<file path="src/rtl/seq_shift_divider.sv">
// seq_shift_divider
// Multi-cycle restoring divider for the ALU DIV/REM path. Each CALC cycle
// shifts the {remainder, quotient} pair left by one bit and subtracts the
// divisor whenever the trial difference stays non-negative.
//
// Ports:
//   clk, rst        clock (rising edge), asynchronous active-high reset
//   start_i         request pulse, only sampled while idle
//   signed_i        1 = two's-complement operands, 0 = unsigned
//   dividend_i      dividend, sampled with start_i
//   divisor_i       divisor, sampled with start_i
//   busy_o          high while an operation is in progress (CALC and FIX)
//   done_o          one-cycle pulse, results valid
//   quotient_o      quotient, held until the next done_o
//   remainder_o     remainder, held until the next done_o
//   div_zero_o      divisor was zero, updated with done_o and held
module seq_shift_divider #(
    parameter int WIDTH = 32
) (
    input  logic             clk,
    input  logic             rst,
    input  logic             start_i,
    input  logic             signed_i,
    input  logic [WIDTH-1:0] dividend_i,
    input  logic [WIDTH-1:0] divisor_i,
    output logic             busy_o,
    output logic             done_o,
    output logic [WIDTH-1:0] quotient_o,
    output logic [WIDTH-1:0] remainder_o,
    output logic             div_zero_o
);

    localparam int CW = $clog2(WIDTH);

    typedef enum logic [1:0] {
        IDLE,
        CALC,
        FIX
    } state_t;

    state_t           state_q,     state_d;
    logic [CW-1:0]    count_q,     count_d;
    logic [WIDTH-1:0] rem_q,       rem_d;
    logic [WIDTH-1:0] quo_q,       quo_d;
    logic [WIDTH-1:0] dvs_q,       dvs_d;
    logic             q_neg_q,     q_neg_d;
    logic             r_neg_q,     r_neg_d;
    logic             dz_pend_q,   dz_pend_d;
    logic             done_q,      done_d;
    logic [WIDTH-1:0] quotient_q,  quotient_d;
    logic [WIDTH-1:0] remainder_q, remainder_d;
    logic             div_zero_q,  div_zero_d;

    logic             dvd_neg;
    logic             dvs_neg;
    logic [WIDTH-1:0] dvd_mag;
    logic [WIDTH-1:0] dvs_mag;
    logic             is_zero;
    logic             is_ovf;
    logic [WIDTH:0]   r_shifted;
    logic [WIDTH:0]   trial;

    // Operand preparation. The remainder never exceeds the divisor, so the
    // stored remainder fits WIDTH bits; only the shifted value and the trial
    // subtraction need the extra bit, which keeps unsigned divisors with the
    // MSB set correct.
    always_comb begin
        dvd_neg   = signed_i & dividend_i[WIDTH-1];
        dvs_neg   = signed_i & divisor_i[WIDTH-1];
        dvd_mag   = dvd_neg ? (~dividend_i + 1'b1) : dividend_i;
        dvs_mag   = dvs_neg ? (~divisor_i + 1'b1) : divisor_i;
        is_zero   = (divisor_i == '0);
        is_ovf    = signed_i && (dividend_i == {1'b1, {(WIDTH-1){1'b0}}})
                    && (divisor_i == '1);
        r_shifted = {rem_q, quo_q[WIDTH-1]};
        trial     = r_shifted - {1'b0, dvs_q};
    end

    // Next-state logic. Special cases load their final result straight into
    // the quotient/remainder pair with the sign flags cleared, so FIX applies
    // the same correction path to every operation.
    always_comb begin
        state_d     = state_q;
        count_d     = count_q;
        rem_d       = rem_q;
        quo_d       = quo_q;
        dvs_d       = dvs_q;
        q_neg_d     = q_neg_q;
        r_neg_d     = r_neg_q;
        dz_pend_d   = dz_pend_q;
        done_d      = 1'b0;
        quotient_d  = quotient_q;
        remainder_d = remainder_q;
        div_zero_d  = div_zero_q;

        case (state_q)
            IDLE: begin
                if (start_i) begin
                    count_d = '0;
                    dvs_d   = dvs_mag;
                    if (is_zero) begin
                        quo_d     = '1;
                        rem_d     = dividend_i;
                        q_neg_d   = 1'b0;
                        r_neg_d   = 1'b0;
                        dz_pend_d = 1'b1;
                        state_d   = FIX;
                    end else if (is_ovf) begin
                        quo_d     = {1'b1, {(WIDTH-1){1'b0}}};
                        rem_d     = '0;
                        q_neg_d   = 1'b0;
                        r_neg_d   = 1'b0;
                        dz_pend_d = 1'b0;
                        state_d   = FIX;
                    end else begin
                        quo_d     = dvd_mag;
                        rem_d     = '0;
                        q_neg_d   = dvd_neg ^ dvs_neg;
                        r_neg_d   = dvd_neg;
                        dz_pend_d = 1'b0;
                        state_d   = CALC;
                    end
                end
            end
            CALC: begin
                // Restoring step: keep the trial difference only if its sign
                // bit is clear, otherwise keep the shifted remainder.
                if (!trial[WIDTH]) begin
                    rem_d = trial[WIDTH-1:0];
                    quo_d = {quo_q[WIDTH-2:0], 1'b1};
                end else begin
                    rem_d = r_shifted[WIDTH-1:0];
                    quo_d = {quo_q[WIDTH-2:0], 1'b0};
                end
                count_d = count_q + 1'b1;
                if (count_q == CW'(WIDTH-1)) begin
                    state_d = FIX;
                end
            end
            FIX: begin
                quotient_d  = q_neg_q ? (~quo_q + 1'b1) : quo_q;
                remainder_d = r_neg_q ? (~rem_q + 1'b1) : rem_q;
                div_zero_d  = dz_pend_q;
                done_d      = 1'b1;
                state_d     = IDLE;
            end
            default: begin
                state_d = IDLE;
            end
        endcase
    end

    // All state and outputs are registered; reset abandons any operation.
    always_ff @(posedge clk or posedge rst) begin
        if (rst) begin
            state_q     <= IDLE;
            count_q     <= '0;
            rem_q       <= '0;
            quo_q       <= '0;
            dvs_q       <= '0;
            q_neg_q     <= 1'b0;
            r_neg_q     <= 1'b0;
            dz_pend_q   <= 1'b0;
            done_q      <= 1'b0;
            quotient_q  <= '0;
            remainder_q <= '0;
            div_zero_q  <= 1'b0;
        end else begin
            state_q     <= state_d;
            count_q     <= count_d;
            rem_q       <= rem_d;
            quo_q       <= quo_d;
            dvs_q       <= dvs_d;
            q_neg_q     <= q_neg_d;
            r_neg_q     <= r_neg_d;
            dz_pend_q   <= dz_pend_d;
            done_q      <= done_d;
            quotient_q  <= quotient_d;
            remainder_q <= remainder_d;
            div_zero_q  <= div_zero_d;
        end
    end

    assign busy_o      = (state_q != IDLE);
    assign done_o      = done_q;
    assign quotient_o  = quotient_q;
    assign remainder_o = remainder_q;
    assign div_zero_o  = div_zero_q;

endmodule
</file>
<file path="config.mk">
export PLATFORM = sky130hd
export DESIGN_NAME = seq_shift_divider
export DESIGN_NICKNAME = d
export VERILOG_FILES = /design/src/rtl/seq_shift_divider.sv
export SDC_FILE = /design/constraint.sdc
export NUM_CORES = 1
export LEC_CHECK = 0
export CELL_PAD_IN_SITES_DETAIL_PLACEMENT = 0
export CELL_PAD_IN_SITES_GLOBAL_PLACEMENT = 1
export CORE_MARGIN = 2
export CORE_UTILIZATION = 48
export CTS_BUF_LIST = sky130_fd_sc_hd__clkbuf_8
export CTS_CLUSTER_DIAMETER = 200
export CTS_CLUSTER_SIZE = 10
export DETAILED_ROUTE_END_ITERATION = 10
export HOLD_SLACK_MARGIN = 0.12
export PLACE_DENSITY_LB_ADDON = 0.08
export SLEW_MARGIN = 5
export SYNTH_ARGS = -nofsm -noshare
export SYNTH_HDL_FRONTEND = slang
export SYNTH_SLANG_ARGS = --single-unit
</file>
<file path="constraint.sdc">
create_clock -name clk -period 10.8 [get_ports clk]
set_input_delay 3.24 -clock clk [delete_from_list [all_inputs] [get_ports clk]]
set_output_delay 3.24 -clock clk [all_outputs]
set_load 0.02 [all_outputs]
</file>
==> impl_results.md, run 1 <==
* Crit end category: flop
* DP Worst Slack at around 4 ns
* Hold buffer count at cts at 0
* Multi-input gate area at around 6700 µm²
* Vias in the first global route at around 9400
* Row Count at 56
* Area Overhead vs Synth at 17.0%
* Root buf cell: clkbuf_8
* Dominant cell by count in the synthesized netlist: nand2_1
* Fill cell total of the finished layout at between 2000 and 2500
* Final Critical Period at ~6.3 ns
* CTS tree: done
* PwrDens at about 300 nW/µm²
* Antenna viol nets, final at 0
* CTS resizes at 0
* Syn. warnings at 0
* DIE WIDTH at between 150 and 200 µm
* Max-slew violations at 0
* Layout Nets at 1544
* Crit path launch: divisor_i[15]
* Largest net degree at the start of global routing at 79
* DP Wirelength at approximately 25 mm
* Clk slew on worst S/H paths at around 0.1 ns
* Yosys reg bits at approximately 170
* Iteration-0 DRC Markers at around 660
* Routed len/inst at between 15 and 20 µm
* CP Class: input pin to flop
* Required time of the critical path at 11.18 ns
* Syn Nets at 1450
* Syn_area_per_cell at approximately 8.5 µm²
* Routed vias at 10100
* Diodes inserted at 0
* Starting Density at between 40% and 50%
* Mapped cell area at roughly 11000 µm²
* Ratio of cells with drive above 1 in the final layout at between 4 and 5%
* Final hold viol count at 0
* Placer Congestion at 1.00
* CTS Sinks at about 170
* Number of distinct library cells after synthesis at between 70 and 80
* Worst min-delay path class: flop to flop
* Post-synthesis cell count at about 1300
* Ports at around 140
* Relative slew slack at a little under a fifth
* TritonCTS Buffers at 17
* PnR worst setup slack at roughly 4.5 ns
* Antenna violations before repair at 0
* Total setup buffers inserted after CTS at 0
* Max VDD drop at 111 µV
* Final setup fails at 0
* Static Leak at approximately 5.5 nW
* Post-synth ARST share at 100%
* DRC errors left at 0
* Clock tree buffer depth at 2
* Tcrit/Tclk final at 58.7%
* Die height at 158 µm
* Max H-tree Level at 4
* Die ar. at about 25000 µm²
* Synth cell count leaders: nand2_1 (188), o21ai_0 (181), dfrtp_1 (172), xor2_1 (93), a21oi_1 (74)
* Reg2reg start: quo_q[31]
* EDFF count, synth at 0
* Post-Route WL at 32.4 mm
* Max Clk Rate at about 160 MHz
* Arr. time, crit path at around 6.7 ns
* Final hold slack at 0.483 ns
* CP max FO at 24
* Clock skew at between 0.015 and 0.02 ns
* Yosys top cell area share at a little under two fifths
* Status: finished clean
* Setup TNS at 0 ns
* Buffers on Ports at 134
* Top FF cell, synth: dfrtp_1
* Global-route usage over all layers at between 20% and 30%
* Worst-margin pin slew at between 1 and 1.5 ns
* Yosys top cell by area: dfrtp_1
* RSZ-0062 raised after global routing: no
* Largest cells by area after synthesis: dfrtp_1 (38%), o21ai_0 (7.9%), xor2_1 (7.1%)
* First-pass GRT wire length at between 50 and 60 mm
* Max capacitance violation total at 0
* Reg area at around 4300 µm²
* CP startpoint kind: input pin
* First-pass iteration count of the detailed router at 5
* GRT overflow at 0
* CORE AREA at 23400 µm²
* Sequential area share after synthesis at a little under two fifths
* Skew-Pair Late Insertion Delay at roughly 0.48 ns
* HP Start: quotient_o[18]
* Via density at between 5 and 6
==> routing by layer <==
layer,GRT usage [%],wire [µm],vias up
met5,0,0,-
met4,9.09,963,0
met3,4.08,1700,42
met2,44.5,15400,291
met1,34.8,14300,4742
li1,-,-,5017
==> placed cells by master (no fill, tap or decap), types with 18 or more instances in the layout <==
cell type and count:
o31ai_1 29, xor2_1 93, a22oi_1 25, a21o_1 21
dfrtp_1 172, o21ai_0 181, nor2_1 58, inv_1 54
ha_1 39, mux2i_1 18, a21oi_1 74, nor3_1 21
xnor2_1 55, nand2_1 186, clkdlybuf4s50_1 134
==> through the flow <==
| stage | instances | power, W | util [%] | area [µm²] |
|---|---|---|---|---|
| 6_report | 1768 | 0.00401 | 57.2 | 13400 |
| 5_1_grt | 1768 | 0.00435 | 57.2 | 13400 |
| 4_1_cts | 1768 | 0.00400 | 57.2 | 13400 |
| 3_5_place_dp | 1736 | 0.00354 | 55.5 | 13000 |
| 3_3_place_gp | 1736 | 0.00353 | 55.5 | 13000 |
| 2_1_floorplan | 1342 | 0.00290 | - | 11400 |
==> kinds of logic (layout without fill, tap and decap cells) <==
kind of cell	Yosys count	count (layout)	synth area share, %
AO/OA/AOI/OAI	442	442	23.8
XOR/XNOR	148	148	11.3
adder cells (fa/ha/maj)	40	40	4.44
buffers and inverters	124	231	4.41
flip-flops	172	172	37.6
multiplexers	18	18	1.58
AND/OR/NAND/NOR	398	398	16.8
==> sequential cells by signal, summed over array words and instances (netlist names) <==
name,cells
dvs_q,32
quo_q,32
div_zero_o,1
done_o,1
count_q,5
dz_pend_q,1
quotient_o,32
state_q,2
q_neg_q,1
remainder_o,32
r_neg_q,1
rem_q,32
==> worst max-delay path, stage by stage <==
cell and delay (ns):
clkdlybuf4s50_1 0.50, or4_4 0.59, or4_4 0.46, nor4_4 0.18, nand2_2 0.12, or4_1 0.76
nor2_4 0.59, a22oi_1 0.15, o21ai_0 0.13
==> where the power goes <==
part           internal, W  total (W)  leakage, nW  switching [W]
registers         0.000880    0.00120         2.20       0.000315
clock network     0.000172   0.000450        0.200       0.000277
logic              0.00101    0.00236         3.12        0.00135
==> cell type report <==
type                       count  share of cell area [%]
clock buffer                  17                    1.75
clock inverter                15                    1.13
inverter                      54                    1.55
multi-input combinational   1046                    49.8
sequential                   172                    32.2
tap                          319                    2.98
timing repair buffer         145                    10.6
==> final timing paths <==
kind,slack [ns],cells after the start,to
setup reg to reg,6.33,13,rem_q[28]
min in group asynchronous,3.14,2,remainder_o[3]
hold / removal,0.48,2,quotient_o[18]
setup / recovery,4.46,9,rem_q[21]
max in group asynchronous,6.34,3,quo_q[5]
hold reg to reg,0.48,2,quotient_o[18]
Power figures use the tool's default switching activity.
==> run 2, diff against run 1 <==
--- a/config.mk
+++ b/config.mk
@@ -8,7 +8,7 @@
 export CELL_PAD_IN_SITES_DETAIL_PLACEMENT = 0
 export CELL_PAD_IN_SITES_GLOBAL_PLACEMENT = 1
 export CORE_MARGIN = 2
-export CORE_UTILIZATION = 48
+export CORE_UTILIZATION = 44
 export CTS_BUF_LIST = sky130_fd_sc_hd__clkbuf_8
 export CTS_CLUSTER_DIAMETER = 200
 export CTS_CLUSTER_SIZE = 10
==> constraint.sdc (replaced) <==
create_clock -name clk -period 6.25 [get_ports clk]
set_input_delay 1.875 -clock clk [delete_from_list [all_inputs] [get_ports clk]]
set_output_delay 1.875 -clock clk [all_outputs]
set_load 0.02 [all_outputs]
==> run 2 against run 1 <==
  * Non-clock buffer count is 3 higher
  * Clock skew is essentially flat
  * Wire length increased by 3.6%
  * Global-route usage fell by 1.5 points
  * First-iteration DRC count grew 26%
  * Largest cell class unchanged
==> impl_results.md, run 2 (same netlist as run 1, synthesis figures left out) <==
* Status: finished clean
* Diodes inserted at 0
* DIE WIDTH at ~170 µm
* Switching pwr at 0.00337 W
* CP Class: input pin to flop
* PwrDens at approximately 520 nW/µm²
* Antenna violations before repair at 1
* CP Cell Sequence: clkdlybuf4s50_1 > or4_4 > or4_4 > nor4_4 > nand2_2 > or4_1 > nor2_4 > a22oi_1 > o221ai_1
* Arr. time, crit path at around 5.3 ns
* CTS tree: done
* Clk pwr share at approximately 12%
* Max Clk Rate at between 200 and 250 MHz
* Final Critical Period at 4.90 ns
* Iteration-0 DRC Markers at about 830
* DP Wirelength at 26.1 mm
* Final hold slack at 0.484 ns
* Pint at 0.00367 W
* CP startpoint kind: input pin
* First-pass iteration count of the detailed router at 6
* Crit end category: flop
* Ratio of cells with drive above 1 in the final layout at under 10%
* Ports at between 100 and 150
* Tot Pwr at ~0.0070 W
* Final setup fails at 0
* Placer Congestion at a little under 1
* Met3 Use GR at under 10%
* CP max FO at 24
* CORE AREA at around 26000 µm²
* Static Leak at 5.54 nW
* CTS Sinks at 172
* Via density at 5.60
* Clock tree buffer depth at 2
* Hold buffer count at cts at 0
* Worst-margin pin slew at 1.21 ns
* Most Crowded Layer GR: met2
* GRT overflow at 0
* Final hold viol count at 0
* Area Overhead vs Synth at 17.8%
* CP max-delay cell: or4_1
* Vias in the first global route at between 9000 and 10000
* Starting Density at 44.4%
* Total setup buffers inserted after CTS at 0
* DRC errors left at 0
* Switching part of the total power at a little under half
* Skew-Pair Late Insertion Delay at roughly 0.49 ns
* First-pass GRT wire length at approximately 52 mm
* Fill cell total of the finished layout at around 2500
* Global-route usage over all layers at roughly a quarter
* TritonCTS Buffers at 17
* Required time of the critical path at about 6.6 ns
* Clk slew on worst S/H paths at ~0.090 ns
* CP peak stage delay at 0.72 ns
* Die height at roughly 170 µm
* Max H-tree Level at 4
* Most frequent CP cell: or4_4
* Multi-input gate area at ~6700 µm²
* Flop pwr share at approximately 30%
* Die ar. at 27300 µm²
* Reg area at 4300 µm²
* Post-Route WL at between 30 and 40 mm
* Max capacitance violation total at 0
* Max-slew violations at 0
* GRT met1 Usage at about a third
* Antenna viol nets, final at 0
* Most frequent cells in the layout: nand2_1 (186), o21ai_0 (181), dfrtp_1 (172)
* Routed len/inst at between 15 and 20 µm
* Setup TNS at 0 ns
* Most common cell after layout, fill and taps aside: nand2_1
* Layout Nets at 1547
* Max VDD drop at 196 µV
* Row Count at 59
* CTS resizes at 0
* RSZ-0062 raised after global routing: no
* DP Worst Slack at approximately 0.9 ns
* Relative slew slack at between 10% and 20%
* Buffers on Ports at 134
* Largest net degree at the start of global routing at 103
* Root buf cell: clkbuf_8
* Routed vias at roughly 10000
* Clock skew at slightly below 0.02 ns
* GR Util met2 at 41.2%
* Tcrit/Tclk final at between 70% and 80%
* PnR worst setup slack at 1.35 ns
* Logic pwr share at slightly below 60%
* Worst min-delay path class: flop to flop
-- run 2: metal layers --
layer	vias up	routed length, µm
met5	-	12
met4	2	1100
met3	60	1750
met2	291	15800
met1	4629	15000
li1	5023	-
-- run 2: power groups by stage --
| stage | logic, W | clock network, W | registers [W] |
|---|---|---|---|
| floorplan | 0.00310 | 0 | 0.00190 |
| global placement | 0.00406 | 0 | 0.00208 |
| detailed placement | 0.00409 | 0 | 0.00209 |
| CTS | 0.00410 | 0.000871 | 0.00207 |
| global route | 0.00460 | 0.000907 | 0.00215 |
| finish | 0.00411 | 0.000852 | 0.00208 |
-- run 2: critical path: cells and delay by family --
kind	cells	cell delay, ns
AND/OR/NAND/NOR	6	2.63
buffers and inverters	1	0.51
AO/OA/AOI/OAI	2	0.26
-- run 2: worst paths after layout --
| path | startpoint | to | slack, ns | cells after the start |
|---|---|---|---|---|
| worst max-delay path | divisor_i[15] | rem_q[27] | 1.35 | 9 |
| worst min-delay path | quotient_o[24] | quotient_o[24] | 0.48 | 2 |
| worst max register to register | quo_q[31] | rem_q[4] | 1.66 | 13 |
| worst min register to register | quotient_o[24] | quotient_o[24] | 0.48 | 2 |
| max in group asynchronous | rst | dvs_q[21] | 3.27 | 3 |
| min in group asynchronous | rst | quotient_o[31] | 1.92 | 2 |
-- run 2: cell type report --
cell class | instances | area share [%]
clock buffers | 18 | 1.84
multi-input cells | 1046 | 49.4
well taps | 335 | 3.11
flip-flops and latches | 172 | 31.9
repair buffers | 148 | 10.8
clock inverters | 14 | 1.31
inverters | 54 | 1.53
-- run 2: per-stage QoR --
step                util (%)  cell area, µm²  instances
global placement        50.6           13000       1755
detailed placement      50.6           13000       1755
floorplan                  -           11400       1342
finish                  52.3           13500       1787
global route            52.3           13500       1787
CTS                     52.3           13500       1787
